$ cat src/rtl/fetch_unit_if.sv
// Fetch unit bus bundle: core-side redirect/stall controls, fetch outputs and
// the line refill handshake toward memory.
interface fetch_unit_if #(
  parameter int unsigned ADDR_WIDTH = 64,
  parameter int unsigned LINE_WORDS = 4
);

  logic [ADDR_WIDTH-1:0]   branch_target;
  logic                    pc_source;
  logic                    stall;
  logic                    invalidate;

  logic                    mem_req;
  logic [ADDR_WIDTH-1:0]   mem_addr;
  logic                    mem_ready;
  logic [32*LINE_WORDS-1:0] mem_line;

  logic [ADDR_WIDTH-1:0]   pc;
  logic [ADDR_WIDTH-1:0]   next_pc;
  logic [31:0]             instruction;
  logic                    valid;
  logic                    hit;

  // Fetch unit side
  modport master (
    input  branch_target, pc_source, stall, invalidate, mem_ready, mem_line,
    output mem_req, mem_addr, pc, next_pc, instruction, valid, hit
  );

  // Core / memory environment side
  modport slave (
    output branch_target, pc_source, stall, invalidate, mem_ready, mem_line,
    input  mem_req, mem_addr, pc, next_pc, instruction, valid, hit
  );

endinterface

$ cat src/rtl/fetch_unit.sv
// Instruction fetch unit with a direct-mapped, read-only instruction cache.
// A miss parks the FSM in MISS and requests the whole line; the PC may be
// redirected at any time, and the in-flight refill still installs its line.
module fetch_unit #(
  parameter int unsigned           ADDR_WIDTH = 64,
  parameter int unsigned           LINE_WORDS = 4,
  parameter int unsigned           NUM_LINES  = 16,
  parameter logic [ADDR_WIDTH-1:0] RESET_PC   = '0
) (
  input  logic          clock,
  input  logic          reset,
  fetch_unit_if.master  bus
);

  localparam int unsigned OFF_W   = $clog2(LINE_WORDS);
  localparam int unsigned SEL_W   = (OFF_W > 0) ? OFF_W : 1;
  localparam int unsigned IDX_W   = $clog2(NUM_LINES);
  localparam int unsigned IDX_LSB = OFF_W + 2;
  localparam int unsigned TAG_LSB = OFF_W + IDX_W + 2;
  localparam int unsigned TAG_W   = ADDR_WIDTH - TAG_LSB;
  localparam int unsigned LINE_W  = 32 * LINE_WORDS;

  localparam logic [ADDR_WIDTH-1:0] LINE_MASK = ~ADDR_WIDTH'(LINE_WORDS * 4 - 1);
  localparam logic [ADDR_WIDTH-1:0] WORD_MASK = ~ADDR_WIDTH'(3);
  localparam logic [SEL_W-1:0]      SEL_MASK  = SEL_W'(LINE_WORDS - 1);

  typedef enum logic {
    RUN  = 1'b0,
    MISS = 1'b1
  } state_t;

  state_t                  r_state;
  state_t                  w_state_nxt;
  logic [ADDR_WIDTH-1:0]   r_pc;
  logic                    r_mem_req;
  logic [ADDR_WIDTH-1:0]   r_mem_addr;
  logic [NUM_LINES-1:0]    r_valid;
  logic [TAG_W-1:0]        r_tag  [NUM_LINES];
  logic [LINE_W-1:0]       r_data [NUM_LINES];

  logic [SEL_W-1:0]        w_sel;
  logic [IDX_W-1:0]        w_idx;
  logic [TAG_W-1:0]        w_tag;
  logic [IDX_W-1:0]        w_fill_idx;
  logic [TAG_W-1:0]        w_fill_tag;
  logic [LINE_W-1:0]       w_line;
  logic                    w_hit;
  logic                    w_miss_ld;
  logic                    w_install;
  logic [ADDR_WIDTH-1:0]   w_pc_inc;

  // Address split of the current pc and of the pending refill address
  assign w_sel      = SEL_W'(r_pc >> 2) & SEL_MASK;
  assign w_idx      = IDX_W'(r_pc >> IDX_LSB);
  assign w_tag      = TAG_W'(r_pc >> TAG_LSB);
  assign w_fill_idx = IDX_W'(r_mem_addr >> IDX_LSB);
  assign w_fill_tag = TAG_W'(r_mem_addr >> TAG_LSB);

  // Combinational lookup
  assign w_line   = r_data[w_idx];
  assign w_hit    = r_valid[w_idx] && (r_tag[w_idx] == w_tag);
  assign w_pc_inc = r_pc + ADDR_WIDTH'(4);

  assign bus.pc          = r_pc;
  assign bus.next_pc     = w_pc_inc;
  assign bus.instruction = w_line[{w_sel, 5'b00000} +: 32];
  assign bus.hit         = w_hit;
  assign bus.valid       = w_hit && (r_state == RUN);
  assign bus.mem_req     = r_mem_req;
  assign bus.mem_addr    = r_mem_addr;

  // Next-state decode: miss detection, refill completion, abandon on invalidate
  always_comb begin
    w_state_nxt = r_state;
    w_miss_ld   = 1'b0;
    w_install   = 1'b0;
    case (r_state)
      RUN: begin
        if (!w_hit && !bus.pc_source && !bus.invalidate) begin
          w_state_nxt = MISS;
          w_miss_ld   = 1'b1;
        end
      end
      MISS: begin
        if (bus.invalidate) begin
          w_state_nxt = RUN;
        end else if (bus.mem_ready) begin
          w_state_nxt = RUN;
          w_install   = 1'b1;
        end
      end
      default: w_state_nxt = RUN;
    endcase
  end

  // State register
  always_ff @(posedge clock) begin
    if (reset) begin
      r_state <= RUN;
    end else begin
      r_state <= w_state_nxt;
    end
  end

  // Refill request and line-aligned miss address, held through the whole MISS
  always_ff @(posedge clock) begin
    if (reset) begin
      r_mem_req  <= 1'b0;
      r_mem_addr <= '0;
    end else begin
      r_mem_req <= (w_state_nxt == MISS);
      if (w_miss_ld) begin
        r_mem_addr <= r_pc & LINE_MASK;
      end
    end
  end

  // PC update: redirect beats sequential advance, which needs a valid fetch
  always_ff @(posedge clock) begin
    if (reset) begin
      r_pc <= RESET_PC;
    end else if (bus.pc_source) begin
      r_pc <= bus.branch_target & WORD_MASK;
    end else if ((r_state == RUN) && w_hit && !bus.stall) begin
      r_pc <= w_pc_inc;
    end
  end

  // Valid bits: flash clear on reset/invalidate, set on refill install
  always_ff @(posedge clock) begin
    if (reset || bus.invalidate) begin
      r_valid <= '0;
    end else if (w_install) begin
      r_valid[w_fill_idx] <= 1'b1;
    end
  end

  // Tag and data arrays, written only on a completed refill
  always_ff @(posedge clock) begin
    if (w_install && !reset) begin
      r_tag[w_fill_idx]  <= w_fill_tag;
      r_data[w_fill_idx] <= bus.mem_line;
    end
  end

endmodule

$ cat src/flat_wrapper.sv
// flat-port wrapper written by rule: the top's interface ports become plain ports
module fetch_unit_flat 
#(
  parameter int unsigned           ADDR_WIDTH = 64,
  parameter int unsigned           LINE_WORDS = 4,
  parameter int unsigned           NUM_LINES  = 16,
  parameter logic [ADDR_WIDTH-1:0] RESET_PC   = '0
)
  (clock, reset, bus_branch_target, bus_pc_source, bus_stall, bus_invalidate, bus_mem_ready, bus_mem_line, bus_mem_req, bus_mem_addr, bus_pc, bus_next_pc, bus_instruction, bus_valid, bus_hit);
  fetch_unit_if #(.ADDR_WIDTH(ADDR_WIDTH), .LINE_WORDS(LINE_WORDS)) bus_i ();
  input  logic clock;
  input  logic reset;
  input wire logic [$bits(bus_i.branch_target)-1:0] bus_branch_target;
  input wire logic [$bits(bus_i.pc_source)-1:0] bus_pc_source;
  input wire logic [$bits(bus_i.stall)-1:0] bus_stall;
  input wire logic [$bits(bus_i.invalidate)-1:0] bus_invalidate;
  input wire logic [$bits(bus_i.mem_ready)-1:0] bus_mem_ready;
  input wire logic [$bits(bus_i.mem_line)-1:0] bus_mem_line;
  output wire logic [$bits(bus_i.mem_req)-1:0] bus_mem_req;
  output wire logic [$bits(bus_i.mem_addr)-1:0] bus_mem_addr;
  output wire logic [$bits(bus_i.pc)-1:0] bus_pc;
  output wire logic [$bits(bus_i.next_pc)-1:0] bus_next_pc;
  output wire logic [$bits(bus_i.instruction)-1:0] bus_instruction;
  output wire logic [$bits(bus_i.valid)-1:0] bus_valid;
  output wire logic [$bits(bus_i.hit)-1:0] bus_hit;
  assign bus_i.branch_target = bus_branch_target;
  assign bus_i.pc_source = bus_pc_source;
  assign bus_i.stall = bus_stall;
  assign bus_i.invalidate = bus_invalidate;
  assign bus_i.mem_ready = bus_mem_ready;
  assign bus_i.mem_line = bus_mem_line;
  assign bus_mem_req = bus_i.mem_req;
  assign bus_mem_addr = bus_i.mem_addr;
  assign bus_pc = bus_i.pc;
  assign bus_next_pc = bus_i.next_pc;
  assign bus_instruction = bus_i.instruction;
  assign bus_valid = bus_i.valid;
  assign bus_hit = bus_i.hit;
  fetch_unit #(.ADDR_WIDTH(ADDR_WIDTH), .LINE_WORDS(LINE_WORDS), .NUM_LINES(NUM_LINES), .RESET_PC(RESET_PC)) u_core (.clock(clock), .reset(reset), .bus(bus_i));
endmodule
$ cat config.mk
export PLATFORM = sky130hd
export DESIGN_NAME = fetch_unit_flat
export DESIGN_NICKNAME = d
export VERILOG_FILES = /design/src/rtl/fetch_unit_if.sv /design/src/rtl/fetch_unit.sv /design/src/flat_wrapper.sv
export SDC_FILE = /design/constraint.sdc
export NUM_CORES = 2
export LEC_CHECK = 0
export ABC_CLOCK_PERIOD_IN_PS = 16670
export CELL_PAD_IN_SITES_DETAIL_PLACEMENT = 0
export CELL_PAD_IN_SITES_GLOBAL_PLACEMENT = 1
export CORE_ASPECT_RATIO = 0.5
export CORE_MARGIN = 10
export CORE_UTILIZATION = 56
export CTS_BUF_LIST = sky130_fd_sc_hd__clkbuf_4 sky130_fd_sc_hd__clkbuf_8
export DETAILED_ROUTE_END_ITERATION = 10
export GPL_ROUTABILITY_DRIVEN = 0
export PLACE_DENSITY_LB_ADDON = 0.2
export SLEW_MARGIN = 5
export SYNTH_ARGS = -nofsm -noshare
export SYNTH_HDL_FRONTEND = slang
export SYNTH_SLANG_ARGS = --single-unit
$ cat constraint.sdc
create_clock -name clock -period 16.67 [get_ports clock]
set_input_delay 4.1675 -clock clock [delete_from_list [all_inputs] [get_ports clock]]
set_output_delay 4.1675 -clock clock [all_outputs]
set_load 0.005 [all_outputs]
# After elaboration in Yosys (flattened, before gate mapping)
# Memories as Yosys holds them, arrays and structs flattened. A register that Yosys moved wholly into a read port is not among the register bits.
# Cells that the tools add are included.
# totals
mem_bits_rw,2944
output_inout_bits,227
memories,2
ff_bits,141
# classes
eq_ne,1
n_bitwise,2
muxes,20
n_lt_le_gt_ge,3
addsub,1
n_reduce_logical,15
shifts,1
# mem_list
memory,words,word_bits,rd,rd_ports_with_merged_regs,write_ports,line_no,source
u_core.r_data,16,128,1,1,1,fetch_unit.sv:39,logic [LINE_W-1:0] r_data [NUM_LINES];
u_core.r_tag,16,56,1,1,1,fetch_unit.sv:38,logic [TAG_W-1:0] r_tag [NUM_LINES];
# ops
cell,count
two-way mux 64 bit,2
variable part select 128 x 8 -> 32 bit,1
"adder 64 x 3 -> 64 bit, second input constant",1
== test 56 bit,1
two-way mux 4 bit,4
bitwise OR 16 bit,1
two-way mux 1 bit,11
"less-than comparator 4 x 5 -> 1 bit, second input constant",2
logical AND 1 bit,7
logical NOT 1 bit,5
binary-select mux 1 bit (select 4 bit),1
demux 1 bit (select 4 bit),1
"greater-or-equal comparator 4 x 1 -> 1 bit, second input constant",1
case mux 1 bit (2 select lines),1
nonzero test 2 bit,1
OR reduction 2 bit,1
logical OR 1 bit,1
NOT 1 bit,1

# Longest topological paths before layout
# depth
ltp_word,9
depth_mapped,19
ltp_nobuf,11

# Least setup slack after synthesis
# OpenSTA, ideal clock, no wires.
# synth_path
path_type,input-to-reg
from,input port reset
to,memory u_core.r_data[3][0] (netlist name) (enable)
required_ns,15.939
cell_stages,5
setup_time_ns,0.731
arrival_ns,12.631
setup_slack_ns,3.308
n_path_buf,3
path_cell_list,clkbuf_1 -> clkbuf_1 -> clkbuf_1 -> nand3b_1 -> nor2_1
# synth_between
elab_chain_len,4
# synth_rtl
item,line_no,source
"start, declared",flat_wrapper.sv:12,input logic reset;
logical NOT 1 bit,fetch_unit.sv:140,if (w_install && !reset) begin
logical AND 1 bit,fetch_unit.sv:140,
two-way mux 1 bit,fetch_unit.sv:140,
two-way mux 1 bit (not written as such),fetch_unit.sv:142,r_data[w_fill_idx] <= bus.mem_line;
"end, declared",fetch_unit.sv:39,
# No other way between the ends.

==> impl_metrics.json <==
{
  "run_status": "complete, no violations",
  "synth.distinct_cells": 93,
  "peakVddDrop_uv": 61.7,
  "cts_tree": "done",
  "yosys_warnings": 0,
  "rsz0062_at_grt": "false",
  "grt-ovfl-total": 0,
  "tightest_slew_ns": 1.25,
  "die-area_um2": 237000,
  "grt_antenna_before_repair": 35,
  "post-route-drc-count": 0,
  "vias": 62000,
  "die_x_um": 678,
  "clock_latency_ns": 1.02,
  "syn_area_per_cell_um2": 21.5,
  "fmaxAchievable_ghz": 0.0871,
  "path_class": "flop to output pin",
  "post_cts_resized": 0,
  "p_leak_nw": 44.3,
  "ys_seq_area_share_pct": 75.2,
  "synthCells": 5646,
  "routedWlPerCell_um": 34.3,
  "final_area_um2": 137000,
  "crit_required_ns": 12.50,
  "p_per_area_nw_per_um2": 111,
  "core_area_um2": 215000,
  "min_from": "u_core.r_valid[7]",
  "hpwl_um": 182000,
  "cp-start-kind": "flop",
  "setup_tns_ns": 0,
  "grt_pass1_vias": 62400,
  "start_util_pct": 56.5,
  "synth-edff-count": 2944,
  "placementRows": 120,
  "layout.nets": 6484,
  "root_buffer": "clkbuf_8",
  "viasPerCell": 6.54,
  "cts_hold_buf": 0,
  "grt_pass1_wl_um": 462000,
  "min-delay-path-class": "flop to flop",
  "critPathMaxFanout": 54,
  "arrival_ns": 7.32,
  "htreeDepth": 5,
  "io_pins": 425,
  "syn-cell-area_um2": 121000,
  "wl_um": 324000,
  "synth_flop_cell": "edfxtp_1",
  "drtIter0Drc": 7633,
  "dieHeight_um": 349,
  "fin_worst_skew_ns": 0.0603,
  "first_pass_iters": 6,
  "ys_async_sr_fraction_pct": 0,
  "relSlewSlack_pct": 16.9,
  "max-cap-violations": 0,
  "track_usage_pct": 27.0,
  "cts_buffer_depth": 4,
  "placed_cell_area_um2": 129000,
  "end_kind": "output pin",
  "cts.sinks": 3087,
  "finalCritPeriodShare_pct": 68.9,
  "fin_crit_ns": 11.49,
  "clk_pin_slew_ns": 0.07,
  "io_buffer_count": 414,
  "antenna_left": 0,
  "grt_start_max_net_pins": 133,
  "post-cts-setup-buffer-count": 0,
  "layout-area-overhead-vs-synth_pct": 13.0,
  "hold_viol_final": 0,
  "drive_gt1_share_pct": 25.7,
  "ys_ff_latch": 3087,
  "final-max-slew-violation-count": 0,
  "numCtsBuffers": 419,
  "finalSetupViolCount": 0
}
-- sequential cells by signal, summed over array words and instances (netlist names), named ones only --
| name | flops |
|---|---|
| u_core.bus.pc | 62 |
| u_core.r_valid | 16 |
| u_core.r_tag | 896 |
| u_core.r_state | 1 |
| u_core.bus.mem_addr | 60 |
| u_core.r_data | 2048 |
-- worst max-delay path, cell delays in order, from the launching register on --
cell,delay (ns)
dfxtp_4,0.79
buf_4,0.79
buf_4,0.66
mux4_1,0.64
nand2_1,0.09
nand2_1,0.13
xor2_1,0.31
o311ai_0,0.47
a21oi_1,0.26
or4_1,0.73
nor3b_4,0.55
nor2b_1,0.23
clkdlybuf4s50_1,0.53
-- power by group --
part           internal, W  switching, W  total, W  leakage, nW
Sequential         0.00848     0.0000598   0.00854         29.4
Combinational     0.000413      0.000478  0.000892         10.6
Clock              0.00295       0.00278   0.00573         4.31
Total               0.0118       0.00332    0.0152         44.3
-- cell type report --
type	instances	area [um^2]
fillers	14300	77700
clock buffers	560	6940
well taps	2867	3590
clock inverters	171	1200
multi-input cells	2193	28500
inverters	22	90.1
flip-flops and latches	3087	91300
repair buffers	562	5480
diodes	9	22.5
-- cell usage in the layout (no fill, tap or decap), types with 49 or more instances in the layout --
| cell | netlist | final |
|---|---|---|
| edfxtp_1 | 2944 | 2944 |
| mux4_2 | 821 | 821 |
| clkbuf_8 | 0 | 438 |
| clkdlybuf4s50_1 | 0 | 413 |
| mux2i_1 | 239 | 239 |
| dfxtp_1 | 143 | 137 |
| nand2b_1 | 135 | 135 |
| buf_4 | 32 | 131 |
| nand2_1 | 126 | 126 |
| clkbuf_4 | 0 | 122 |
| clkinv_1 | 1 | 89 |
| nor2_1 | 97 | 80 |
| xnor2_1 | 64 | 64 |
| clkinv_2 | 0 | 52 |
| nand3_1 | 49 | 49 |
-- path summary, 6_finish.rpt --
kind                                                 to  slack (ns)  cells past startpoint
worst max-delay path                          bus_valid        5.18                     12
worst min-delay path                  u_core.r_valid[7]        0.48                      2
worst max register to register  u_core.bus.mem_addr[15]        9.32                     14
worst min register to register        u_core.r_valid[7]        0.48                      2
-- cell usage after synthesis (8+ instances only) --
| library cell | n | share of area [%] |
|---|---|---|
| mux2_2 | 26 | 0.24 |
| dfxtp_1 | 143 | 2.4 |
| a31oi_1 | 8 | 0.041 |
| xor2_1 | 33 | 0.24 |
| o22ai_1 | 22 | 0.11 |
| a21o_1 | 9 | 0.056 |
| nand4_1 | 25 | 0.13 |
| o211ai_1 | 13 | 0.080 |
| a211o_1 | 39 | 0.28 |
| edfxtp_1 | 2944 | 73 |
| buf_2 | 37 | 0.15 |
| mux4_2 | 821 | 15 |
| nor2_1 | 97 | 0.30 |
| o311ai_1 | 10 | 0.072 |
| nand2b_1 | 135 | 0.70 |
| a221oi_1 | 12 | 0.087 |
| inv_1 | 20 | 0.062 |
| or3_1 | 11 | 0.057 |
| buf_1 | 87 | 0.27 |
| or4_1 | 10 | 0.062 |
| o21ai_0 | 27 | 0.11 |
| clkbuf_1 | 164 | 0.51 |
| xnor2_1 | 64 | 0.46 |
| a22oi_1 | 39 | 0.24 |
| nand3_1 | 49 | 0.20 |
| nand3b_1 | 9 | 0.056 |
| buf_6 | 26 | 0.24 |
| nor2b_1 | 46 | 0.24 |
| and4_1 | 8 | 0.058 |
| a22o_1 | 9 | 0.065 |
| nor3b_1 | 10 | 0.062 |
| nand2_1 | 126 | 0.39 |
| mux2i_1 | 239 | 2.0 |
| and3_1 | 26 | 0.13 |
| a21oi_1 | 45 | 0.19 |
| nor4_1 | 27 | 0.14 |
| buf_4 | 32 | 0.20 |
| and2_1 | 42 | 0.22 |
| or2_2 | 12 | 0.062 |
| nor3_1 | 32 | 0.13 |
-- cells by family (layout without fill, tap and decap cells) --
| kind of cell | after synthesis | in the layout | synth area share (%) |
|---|---|---|---|
| XOR/XNOR | 97 | 97 | 0.700 |
| multiplexers | 1094 | 1094 | 17.6 |
| AND/OR/NAND/NOR | 688 | 688 | 3.15 |
| other | 1 | 17 | 0.00309 |
| AO/OA/AOI/OAI | 305 | 305 | 1.89 |
| adder cells (fa/ha/maj) | 1 | 1 | 0.0103 |
| flip-flops | 3087 | 3087 | 75.2 |
| buffers and inverters | 373 | 1315 | 1.48 |
-- per-stage QoR --
step	setup slack, ns	cells	total power [W]	hold slack, ns	utilization, %
floorplan	3.31	5653	0.00918	0.431	-
global route	4.82	9466	0.0156	0.496	63.8
CTS	5.09	9462	0.0153	0.472	63.8
finish	5.18	9471	0.0152	0.475	63.8
global placement	6.18	8731	0.00958	0.442	60.0
detailed placement	6.19	8731	0.00960	0.457	60.0
-- layer usage --
| layer | share of wire [%] | GRT usage (%) |
|---|---|---|
| met1 | 41 | 39.6 |
| met2 | 47 | 41.9 |
| met3 | 9.1 | 5.36 |
| met4 | 2.7 | 7.25 |
| met5 | 0.041 | 0 |
Note: power is estimated with default switching activity, not from simulation.
